## config.mk

```make
export PLATFORM = sky130hd
export DESIGN_NAME = mem_bus_arbiter
export DESIGN_NICKNAME = d
export VERILOG_FILES = /design/src/rtl/mem_bus_arbiter_pkg.sv /design/src/rtl/mem_bus_arbiter.sv
export SDC_FILE = /design/constraint.sdc
export NUM_CORES = 1
export LEC_CHECK = 0
export CORE_AREA = 3 3 236 238
export CTS_CLUSTER_DIAMETER = 60
export DETAILED_ROUTE_END_ITERATION = 10
export DIE_AREA = 0 0 239 241
export PLACE_DENSITY = 0.5
export SYNTH_ARGS = -nofsm -noshare
export SYNTH_HDL_FRONTEND = slang
export SYNTH_SLANG_ARGS = --single-unit
```

## constraint.sdc

```tcl
create_clock -name clk -period 2.5 [get_ports clk]
set_clock_uncertainty 0.05 [all_clocks]
set_input_delay 0.5 -clock clk [delete_from_list [all_inputs] [get_ports clk]]
set_output_delay 0.5 -clock clk [all_outputs]
set_load 0.01 [all_outputs]
```

## src/rtl/mem_bus_arbiter_pkg.sv

```systemverilog
// Shared types and defaults for the I/D memory bus arbiter.
// The hold-register struct is sized for the widest supported bus; narrower instances use the low bits.
package mem_bus_arbiter_pkg;

    localparam int ARB_STARVE_LIMIT_DEFAULT = 4;
    localparam int ARB_ADDR_W               = 64;
    localparam int ARB_DATA_W               = 64;

    typedef enum logic [1:0] {
        IDLE  = 2'd0,
        GNT_I = 2'd1,
        GNT_D = 2'd2
    } arb_state_t;

    typedef struct packed {
        logic [ARB_ADDR_W-1:0]   addr;
        logic [2:0]              size;
        logic [ARB_DATA_W/8-1:0] strobe;
        logic [ARB_DATA_W-1:0]   wdata;
    } arb_req_t;

endpackage

```

## src/rtl/mem_bus_arbiter.sv

```systemverilog
// Single-beat bus arbiter between instruction fetch (I) and memory-stage data (D).
// D has priority; a starvation counter forces an I grant after STARVE_LIMIT back-to-back D wins.
//
//   state | meaning
//   IDLE  | no transaction in flight, arbitrate requests this cycle
//   GNT_I | I transaction driven downstream from hold registers until m_data_ok
//   GNT_D | D transaction driven downstream from hold registers until m_data_ok
module mem_bus_arbiter
    import mem_bus_arbiter_pkg::*;
#(
    parameter int ADDR_W       = 64,
    parameter int DATA_W       = 64,
    parameter int STARVE_LIMIT = ARB_STARVE_LIMIT_DEFAULT,
    parameter int CNT_W        = 32
) (
    input  logic                clk,
    input  logic                rst,

    input  logic                i_valid,
    input  logic [ADDR_W-1:0]   i_addr,
    input  logic [2:0]          i_size,
    output logic                i_addr_ok,
    output logic                i_data_ok,
    output logic [DATA_W-1:0]   i_rdata,

    input  logic                d_valid,
    input  logic [ADDR_W-1:0]   d_addr,
    input  logic [2:0]          d_size,
    input  logic [DATA_W/8-1:0] d_strobe,
    input  logic [DATA_W-1:0]   d_wdata,
    output logic                d_addr_ok,
    output logic                d_data_ok,
    output logic [DATA_W-1:0]   d_rdata,

    output logic                m_valid,
    output logic [ADDR_W-1:0]   m_addr,
    output logic [2:0]          m_size,
    output logic [DATA_W/8-1:0] m_strobe,
    output logic [DATA_W-1:0]   m_wdata,
    input  logic                m_addr_ok,
    input  logic                m_data_ok,
    input  logic [DATA_W-1:0]   m_rdata,

    output logic [CNT_W-1:0]    gnt_i_cnt,
    output logic [CNT_W-1:0]    gnt_d_cnt
);

    localparam int               SW         = $clog2(STARVE_LIMIT + 1);
    localparam logic [SW-1:0]    STARVE_MAX = SW'(STARVE_LIMIT);

    arb_state_t     state, state_nxt;
    arb_req_t       hold, req_win;
    logic [SW-1:0]  starve_cnt;
    logic           gnt_i, gnt_d;

    always_ff @(posedge clk or negedge rst) begin
        if (!rst) begin
            state      <= IDLE;
            hold       <= '0;
            starve_cnt <= '0;
            gnt_i_cnt  <= '0;
            gnt_d_cnt  <= '0;
        end else begin
            state <= state_nxt;
            if (gnt_i || gnt_d)
                hold <= req_win;
            if (gnt_i)
                starve_cnt <= '0;
            else if (gnt_d && i_valid && starve_cnt != STARVE_MAX)
                starve_cnt <= starve_cnt + SW'(1);
            if (gnt_i && gnt_i_cnt != '1)
                gnt_i_cnt <= gnt_i_cnt + CNT_W'(1);
            if (gnt_d && gnt_d_cnt != '1)
                gnt_d_cnt <= gnt_d_cnt + CNT_W'(1);
        end
    end

    always_comb begin
        state_nxt = state;
        gnt_i     = 1'b0;
        gnt_d     = 1'b0;
        req_win   = '0;
        i_addr_ok = 1'b0;
        i_data_ok = 1'b0;
        i_rdata   = '0;
        d_addr_ok = 1'b0;
        d_data_ok = 1'b0;
        d_rdata   = '0;
        m_valid   = 1'b0;

        case (state)
            IDLE: begin
                // I wins over a pending D only once D has starved it for STARVE_LIMIT grants
                if (d_valid && !(i_valid && starve_cnt == STARVE_MAX)) begin
                    gnt_d                          = 1'b1;
                    state_nxt                      = GNT_D;
                    req_win.addr[ADDR_W-1:0]       = d_addr;
                    req_win.size                   = d_size;
                    req_win.strobe[DATA_W/8-1:0]   = d_strobe;
                    req_win.wdata[DATA_W-1:0]      = d_wdata;
                end else if (i_valid) begin
                    gnt_i                          = 1'b1;
                    state_nxt                      = GNT_I;
                    req_win.addr[ADDR_W-1:0]       = i_addr;
                    req_win.size                   = i_size;
                end
            end
            GNT_I: begin
                m_valid   = 1'b1;
                i_addr_ok = m_addr_ok;
                i_data_ok = m_data_ok;
                i_rdata   = m_rdata;
                if (m_data_ok)
                    state_nxt = IDLE;
            end
            GNT_D: begin
                m_valid   = 1'b1;
                d_addr_ok = m_addr_ok;
                d_data_ok = m_data_ok;
                d_rdata   = m_rdata;
                if (m_data_ok)
                    state_nxt = IDLE;
            end
            default: state_nxt = IDLE;
        endcase
    end

    assign m_addr   = hold.addr[ADDR_W-1:0];
    assign m_size   = hold.size;
    assign m_strobe = hold.strobe[DATA_W/8-1:0];
    assign m_wdata  = hold.wdata[DATA_W-1:0];

endmodule
```

==> flow_metrics.tcl, run 1 <==
set metrics [dict create \
    run_status "finished, final reports clean" \
    tightestPinTransition_ns 0.589 \
    clk_path_buf_depth 3 \
    drt-initial-drc-count 519 \
    synthTopCellsByCount "dfrtp_1, nand2_1, and2_1" \
    rows 85 \
    cap_violations 0 \
    cp_slowest_cell "dfrtp_1" \
    n_fill_cell 5552 \
    tritoncts "built" \
    worst_voltage_drop_across_the_vdd_grid_uv 545 \
    die-area_sq_um 57600 \
    ys_seq_area_share_pct 53.5 \
    fin_tns_setup_ns 0 \
    netlist_top_cells_area "dfrtp_1, and2_1, a22o_1, nand2_1, a22oi_1" \
    layout_min_cycle_time_ns 2.45 \
    floorplan.core_area_sq_um 53800 \
    die_height_um 241 \
    critical_path.endpoint_type "output pin" \
    nNetsFinal 1859 \
    route.final.wire_length_um 48900 \
    cp_data_required_time_ns 1.95 \
    syn-cell-area_sq_um 9730 \
    track_usage_pct 16.1 \
    htree_num_levels 1 \
    drtAntennaViolNets 0 \
    cts.reportedPaths.clkPinSlew_ns 0.06 \
    critPathKind "flip-flop to output pin" \
    grt_max_degree 63 \
    synthDistinctLibCells 47 \
    final_replace_weighted_congestion 0.816 \
    vias_per_cell 4.23 \
    critical_path_depth 6 \
    total_power_mw 18.7 \
    drt-pass1-iter-count 5 \
    synth_edf_count 0 \
    cp_cell_sequence "buf_6 > ha_4 > buf_6 > buf_16 > and2_1 > clkdlybuf4s15_2" \
    number_of_antenna_violations_at_the_first_check_in_global_routing 24 \
    synth-seq-cells 208 \
    synthesis.instances 934 \
    timing.final.setup_violations 0 \
    synthFlopType "dfrtp_1" \
    rsz0062_at_grt "true" \
    grt_pass1_vias 10100 \
    initial_utilization_pct 18.1 \
    hold_path.class "flip-flop to flip-flop" \
    crit_path_start_kind "flip-flop" \
    hold_viol 0 \
    syn-num-nets 1217 \
    crit-reg2reg-capture "gnt_i_cnt[26]" \
    synthesis.yosys.warnings 0 \
    clock_tree.root_cell "clkbuf_16" \
    r2r_setup_slack_ns 0.27 \
    dp_hpwl_um 37900 \
    ff2ff_path_depth 7 \
    via_count 9731 \
    place.port_buffers 611 \
    crit_fanout 17 \
    placed_cell_area_sq_um 17000 \
    fmax_ghz 0.408 \
    startpoint "state[1]" \
    path_buf_inv 4 \
    post_drt_wl_per_cell_um 21.2 \
    crit_path_max_incr_delay_ns 0.41 \
    r2r_start "state[0]" \
    grt_first_pass_wirelength_um 69500 \
    grt-ovfl-total 0 \
    synth_area_per_cell_sq_um 10.4 \
    finalCritPeriodShare_pct 98.1 \
    worst_ep_arrival_time_ns 1.90 \
    synthDominantAreaCellType "dfrtp_1" \
    power_per_cell_area_nw_per_um2 1040 \
    post_route_cells_drive_above_1_share_pct 15.2 \
    critPathCapture "d_rdata[23]" \
    slew_headroom_pct 60.7 \
    worst_skew_pair.late_latency_ns 0.55 \
    flow.area_growth_from_synthesis_pct 84.3 \
    yosys.area.top_type_share_pct 53.5 \
    numCtsBuffers 29 \
    postLayoutCoreUtil_pct 33.3 \
    postSynth.asyncResetShare_pct 100 \
    synth_most_common_cell "dfrtp_1" \
    p_leak_nw 7.98 \
    numClockSinks 208 \
    timing.critical_path.mode_cell "buf_6" \
    io-pin-count 612 \
    critical-path-top-delay-family "buffers and inverters" \
    drc 0 \
    postLayoutCellArea_sq_um 17900 \
    die_width_um 239 \
    timing.final.max_slew_violations 0 \
]
[worst min-delay path by stage]
stage / from / to / cells after the start
final: m_addr[39] / m_addr[39] / 2
after global routing: m_size[0] / m_size[0] / 2
after CTS: m_addr[39] / m_addr[39] / 2
after detailed placement: m_addr[39] / m_addr[39] / 2
after global placement: m_addr[7] / m_addr[7] / 2
after floorplan: rst / gnt_d_cnt[0] / 0
[layout make-up]
class	count	area, sq um	area share [%]
Multi-Input combinational cell	656	4330	24.1
Clock inverter	15	159	0.886
Clock buffer	35	798	4.45
Sequential cell	208	5210	29.0
Antenna cell	12	30.0	0.167
Timing Repair Buffer	671	6500	36.3
Inverter	10	37.5	0.209
Tap cell	696	871	4.86
[cell families after synthesis]
family	count (synthesis)	share of synthesized area [%]
compound gates	163	13.7
xor+xnor	57	5.13
fa+ha+maj	7	0.900
buf+inv	70	2.93
flops	208	53.5
mux	3	0.347
simple gates	426	23.5
[worst min-delay path: stages (launching register included)]
cell     delay, ns
dfrtp_1       0.33
nand2_1       0.05
nand2_1       0.05
[metrics by stage]
step           hold slack, ns  instances  worst slack, ns
3_3_place_gp            0.407       2226          -0.0309
4_1_cts                 0.426       2291          -0.0803
2_1_floorplan           0.154        934            0.404
5_1_grt                 0.456       2301         -0.00934
3_5_place_dp            0.411       2226          -0.0360
6_report                0.420       2303           0.0485
[power by group]
group / internal, mW / switching (mW) / total (mW)
clock: 2.48 / 1.63 / 4.11
combinational: 4.81 / 4.33 / 9.13
sequential: 4.63 / 0.849 / 5.48
total: 11.9 / 6.80 / 18.7
[layer usage]
metal | GRT usage, % | vias up | part of all wire [%]
li1 | - | 4552 | -
met1 | 17.2 | 4660 | 36
met2 | 29.4 | 437 | 53
met3 | 5.13 | 74 | 9.0
met4 | 6.80 | 8 | 2.7
met5 | 0 | - | 0.11
[repair_timing]
action / 4_1_cts / 5_1_grt
pin swaps: 3 / 0
endpoints found under the hold margin: 53 / 0
setup endpoints to repair: 133 / 110
hold buffers: 1 / 0
gates resized for setup: 396 / 82
cloned: 5 / 1
setup buffers: 9 / 1
[cells in the final DEF (no fill, tap or decap), types with 34 or more instances in the layout]
master / instances
clkdlybuf4s50_1: 477
buf_2: 62
buf_4: 37
a22oi_1: 67
xnor2_1: 34
nand2_1: 159
a22o_1: 74
clkdlybuf4s15_1: 42
and2_1: 119
dfrtp_1: 207
[state kept, by name (all words and copies together) (netlist names)]
| signal | count |
|---|---|
| m_addr | 64 |
| m_wdata | 64 |
| gnt_d_cnt | 32 |
| gnt_i_cnt | 32 |
| m_strobe | 8 |
| m_size | 3 |
| starve_cnt | 3 |
| state | 2 |
No activity file was read; power rests on OpenSTA's default activity.
==> inputs of run 2 (changes only) <==
--- a/config.mk
+++ b/config.mk
@@ -5,10 +5,11 @@
 export SDC_FILE = /design/constraint.sdc
 export NUM_CORES = 1
 export LEC_CHECK = 0
-export CORE_AREA = 3 3 236 238
+export ABC_CLOCK_PERIOD_IN_PS = 2500
+export CORE_AREA = 5 5 238 240
 export CTS_CLUSTER_DIAMETER = 60
 export DETAILED_ROUTE_END_ITERATION = 10
-export DIE_AREA = 0 0 239 241
+export DIE_AREA = 0 0 243 245
 export PLACE_DENSITY = 0.5
 export SYNTH_ARGS = -nofsm -noshare
 export SYNTH_HDL_FRONTEND = slang
==> run 2 against run 1 <==
Compared with the run above:
- via count down 0.74%
- sequential power hardly changed
- final area hardly changed
- core utilization fell by 0.38 points
- first-iteration DRC count fell by 25%
- sequential share of layout area is essentially flat
- clock power increased by 4%
==> flow_metrics.tcl, run 2 (synthesized netlist as in run 1, its figures left out) <==
set metrics [dict create \
    run_status "finished, final reports clean" \
    via_count 9659 \
    fmax_ghz 0.411 \
    floorplan.core_area_sq_um 54400 \
    place.port_buffers 611 \
    vias_per_cell 4.21 \
    fin_ws_ns 0.0680 \
    register_area_sq_um 5210 \
    io-pin-count 612 \
    tritoncts "built" \
    layout.cells.non_filler 2297 \
    crit_path_start_kind "flip-flop" \
    dp_hpwl_um 38100 \
    finalCritPeriodShare_pct 97.3 \
    track_usage_pct 15.2 \
    hold_path.class "input pin to asynchronous set/reset pin" \
    drt-pass1-iter-count 7 \
    most-common-layout-cells "clkdlybuf4s50_1, dfrtp_1, nand2_1" \
    cp_data_required_time_ns 1.95 \
    numClockSinks 208 \
    route.final.wire_length_um 48100 \
    post_drt_wl_per_cell_um 20.9 \
    drt-initial-drc-count 387 \
    most_common_cell_after_layout_fill_and_taps_aside "clkdlybuf4s50_1" \
    number_of_antenna_violations_at_the_first_check_in_global_routing 18 \
    grt_max_degree 76 \
    n_fill_cell 5564 \
    tightestPinTransition_ns 0.642 \
    htree_num_levels 1 \
    hold_viol 0 \
    drc 0 \
    final_replace_weighted_congestion 0.840 \
    critical_path.endpoint_type "output pin" \
    timing.final.max_slew_violations 0 \
    cts.reportedPaths.clkPinSlew_ns 0.06 \
    hold_slack_ns 0.419 \
    clk_path_buf_depth 3 \
    grt_first_pass_wirelength_um 69600 \
    clock_tree.root_cell "clkbuf_16" \
    worst_skew_pair.late_latency_ns 0.54 \
    flow.area_growth_from_synthesis_pct 84.3 \
    initial_utilization_pct 17.9 \
    multiInputGateArea_sq_um 4300 \
    worst_voltage_drop_across_the_vdd_grid_uv 507 \
    power_per_cell_area_nw_per_um2 1040 \
    cap_violations 0 \
    die_height_um 245 \
    post_route_cells_drive_above_1_share_pct 11.2 \
    critPathKind "flip-flop to output pin" \
    grt-ovfl-total 0 \
    die_width_um 243 \
    timing.final.setup_violations 0 \
    numCtsBuffers 28 \
    die-area_sq_um 59500 \
    placed_cell_area_sq_um 17000 \
    drtAntennaViolNets 0 \
    postLayoutCellArea_sq_um 17900 \
    placedCellCount 2226 \
    slew_headroom_pct 56.8 \
    layout_min_cycle_time_ns 2.43 \
    place_worst_setup_slack_ns 0.0629 \
    rows 86 \
    rsz0062_at_grt "true" \
    nNetsFinal 1847 \
    grt_pass1_vias 10200 \
    p_leak_nw 7.90 \
    worst_ep_arrival_time_ns 1.88 \
    fin_tns_setup_ns 0 \
    crit_fanout 33 \
]
==> run 2: changes by cell type in the layout (fill, tap and decap cells not counted), sizes merged <==
cell	before	now
clkbuf	48	59
clkinv	8	4
clkdlybuf4s15	45	71
diode	12	8
clkinvlp	2	3
bufinv	2	4
dlygate4sd2	1	16
buf	134	73
==> run 2: path summary, 6_finish.rpt <==
check                                endpoint  cells past startpoint  slack [ns]       start
worst min register to register     m_addr[42]                      2        0.42  m_addr[42]
worst max register to register  gnt_i_cnt[30]                      9        0.25    state[1]
worst max-delay path              d_rdata[14]                      5        0.07    state[1]
worst min-delay path            gnt_d_cnt[21]                      2        0.42         rst
max in group asynchronous            state[0]                      3        1.31         rst
min in group clk                   m_addr[42]                      2        0.42  m_addr[42]
==> run 2: cell type report <==
| type | instances | area share (%) |
|---|---|---|
| Antenna cell | 8 | 0.112 |
| Clock buffer | 37 | 4.43 |
| Clock inverter | 14 | 1.13 |
| Inverter | 10 | 0.209 |
| Multi-Input combinational cell | 656 | 24.0 |
| Sequential cell | 208 | 29.0 |
| Tap cell | 704 | 4.91 |
| Timing Repair Buffer | 660 | 36.2 |
==> run 2: layer usage <==
layer / track usage, % / vias to the layer above / wire length (um)
met5: 0 / - / 51
met4: 5.31 / 8 / 1720
met3: 4.29 / 77 / 3530
met2: 27.4 / 449 / 24200
met1: 17.4 / 4600 / 18500
li1: - / 4525 / -
==> run 2: critical path, cell delays in order (launching register included) <==
cell,delay (ns)
dfrtp_1,0.40
buf_4,0.15
ha_4,0.18
buf_16,0.17
and2_1,0.16
dlygate4sd2_1,0.28
==> run 2: repair_timing <==
item | CTS | global route
hold endpoints to repair | 42 | 0
gates cloned | 3 | 0
gates resized for setup | 223 | 116
endpoints found under the setup margin | 132 | 125
setup buffers | 9 | 1
hold buffers | 1 | 0
pin swaps | 0 | 1
==> run 2: power by group <==
part | switching (mW) | internal [mW] | leakage, nW | total [mW]
clock network | 1.62 | 2.66 | 0.482 | 4.27
logic | 4.27 | 4.72 | 4.76 | 9.00
registers | 0.841 | 4.63 | 2.66 | 5.47
==> run 2: through the flow <==
stage | power (mW) | util, %
4_1_cts | 19.1 | 33.0
3_5_place_dp | 14.7 | 31.2
3_3_place_gp | 14.6 | 31.2
5_1_grt | 19.9 | 32.9
6_report | 18.7 | 33.0
2_1_floorplan | 8.95 | -
==> inputs of run 3 (changes only) <==
--- a/config.mk
+++ b/config.mk
@@ -7,6 +7,7 @@
 export LEC_CHECK = 0
 export ABC_CLOCK_PERIOD_IN_PS = 2500
 export CORE_AREA = 5 5 238 240
+export CTS_BUF_LIST = sky130_fd_sc_hd__clkbuf_16
 export CTS_CLUSTER_DIAMETER = 60
 export DETAILED_ROUTE_END_ITERATION = 10
 export DIE_AREA = 0 0 243 245
==> run 3 against run 2 <==
Compared with the run above:
- sequential share of layout area hardly changed
- first-iteration DRC count is 14% higher
- clock power is 4.7% lower
- setup slack worse by 0.0068 ns
- global-route usage stayed put
- count of clock-buffer cells in the layout is 9 lower
- hold slack worse by 0.0043 ns
- core utilization is 0.053 points lower
- critical path depth stayed put
- via count is 0.33% higher
- critical path type unchanged
- critical endpoint unchanged
- largest cell class unchanged
- largest power group unchanged
- highest routed layer unchanged
==> flow_metrics.tcl, run 3 (synthesized netlist as in run 1, its figures left out) <==
set metrics [dict create \
    run_status "finished, final reports clean" \
    rows 86 \
    track_usage_pct 15.2 \
    grt-ovfl-total 0 \
    layout_min_cycle_time_ns 2.44 \
    power_per_cell_area_nw_per_um2 1040 \
    hold_path.class "input pin to asynchronous set/reset pin" \
    die_height_um 245 \
    hold_slack_ns 0.415 \
    crit_path_start_kind "flip-flop" \
    dp_hpwl_um 38100 \
    timing.final.setup_violations 0 \
    drtAntennaViolNets 0 \
    drt-initial-drc-count 442 \
    most-common-layout-cells "clkdlybuf4s50_1, dfrtp_1, nand2_1" \
    tightestPinTransition_ns 0.656 \
    tritoncts "built" \
    number_of_antenna_violations_at_the_first_check_in_global_routing 18 \
    rsz0062_at_grt "true" \
    worst_ep_arrival_time_ns 1.89 \
    grt_pass1_vias 10200 \
    die-area_sq_um 59500 \
    timing.final.max_slew_violations 0 \
    critical_path.endpoint_type "output pin" \
    cap_violations 0 \
    path_buf_inv 3 \
    layout.cells.non_filler 2298 \
    drt-pass1-iter-count 5 \
    final_replace_weighted_congestion 0.840 \
    flow.area_growth_from_synthesis_pct 84.0 \
    vias_per_cell 4.22 \
    n_fill_cell 5567 \
    grt_first_pass_wirelength_um 69700 \
    post_route_cells_drive_above_1_share_pct 10.7 \
    cp_slowest_cell "dfrtp_1" \
    htree_num_levels 1 \
    route.final.wire_length_um 48100 \
    cts.reportedPaths.clkPinSlew_ns 0.06 \
    p_leak_nw 7.89 \
    most_common_cell_after_layout_fill_and_taps_aside "clkdlybuf4s50_1" \
    clock_tree.root_cell "clkbuf_16" \
    post_drt_wl_per_cell_um 20.9 \
    worst_skew_pair.late_latency_ns 0.54 \
    clk_path_buf_depth 3 \
    fmax_ghz 0.410 \
    drc 0 \
    place.port_buffers 611 \
    nNetsFinal 1848 \
    cp_data_required_time_ns 1.95 \
    slew_headroom_pct 55.9 \
    finalCritPeriodShare_pct 97.6 \
    worst_voltage_drop_across_the_vdd_grid_uv 506 \
    cp_cell_sequence "buf_4 > ha_4 > buf_16 > and2_1 > dlygate4sd2_1" \
    placedCellCount 2226 \
    floorplan.core_area_sq_um 54400 \
    via_count 9691 \
    hold_viol 0 \
    numClockSinks 208 \
    critPathKind "flip-flop to output pin" \
    die_width_um 243 \
    critical-path-top-delay-family "buffers and inverters" \
    crit_fanout 33 \
    crit_path_max_incr_delay_ns 0.40 \
    numCtsBuffers 28 \
    grt_max_degree 76 \
    r2r_setup_slack_ns 0.26 \
    io-pin-count 612 \
    initial_utilization_pct 17.9 \
]
run 3: changes by cell type in the layout (fill, tap and decap cells not counted):
cell	delta
buf_16	+1
buf_2	+1
buf_6	-1
clkbuf_1	-3
clkbuf_2	-2
clkbuf_8	-6
clkdlybuf4s15_1	+2
clkinv_1	+6
inv_1	+3
run 3: report_power, final:
part           internal (mW)  total [mW]  leakage, nW  switching, mW
Sequential              4.63        5.47         2.66          0.844
Combinational           4.76        9.05         4.77           4.29
Clock                   2.46        4.07        0.461           1.60
Total                   11.8        18.6         7.89           6.73
run 3: stage by stage:
step	utilization [%]	power (mW)	setup slack [ns]	area, sq um	setup TNS, ns
floorplan	-	8.95	0.404	9730	0
global placement	31.2	14.6	0.0453	17000	0
detailed placement	31.2	14.7	0.0629	17000	0
CTS	32.9	18.9	-0.00245	17900	-0.00245
global route	32.9	19.8	-0.0123	17900	-0.0126
finish	32.9	18.6	0.0612	17900	0
run 3: repair_timing:
action	4_1_cts	5_1_grt
setup buffers	9	1
hold buffers	1	0
setup endpoints to repair	133	121
hold endpoints to repair	42	0
pin swaps	0	1
cloned	3	0
gates resized for setup	224	112
run 3: layout make-up:
type / instances / area, sq um / share of cell area, %
flip-flops and latches: 208 / 5210 / 29.1
clock inverters: 23 / 236 / 1.32
inverters: 10 / 37.5 / 0.210
diodes: 8 / 20.0 / 0.112
repair buffers: 661 / 6530 / 36.5
multi-input cells: 656 / 4300 / 24.0
clock buffers: 28 / 701 / 3.91
well taps: 704 / 881 / 4.92
run 3: worst paths after layout:
| kind | start | cells past startpoint | to |
|---|---|---|---|
| max in group asynchronous | rst | 3 | state[0] |
| worst min register to register | m_addr[42] | 2 | m_addr[42] |
| min in group clk | m_addr[42] | 2 | m_addr[42] |
| worst max register to register | state[1] | 9 | gnt_i_cnt[30] |
| worst min-delay path | rst | 2 | gnt_d_cnt[21] |
| worst max-delay path | state[1] | 5 | d_rdata[14] |
run 3: per-layer routing:
metal	wire length [um]	global-route usage (%)
met1	18500	17.4
met2	24300	27.4
met3	3490	4.29
met4	1770	5.29
met5	51	0
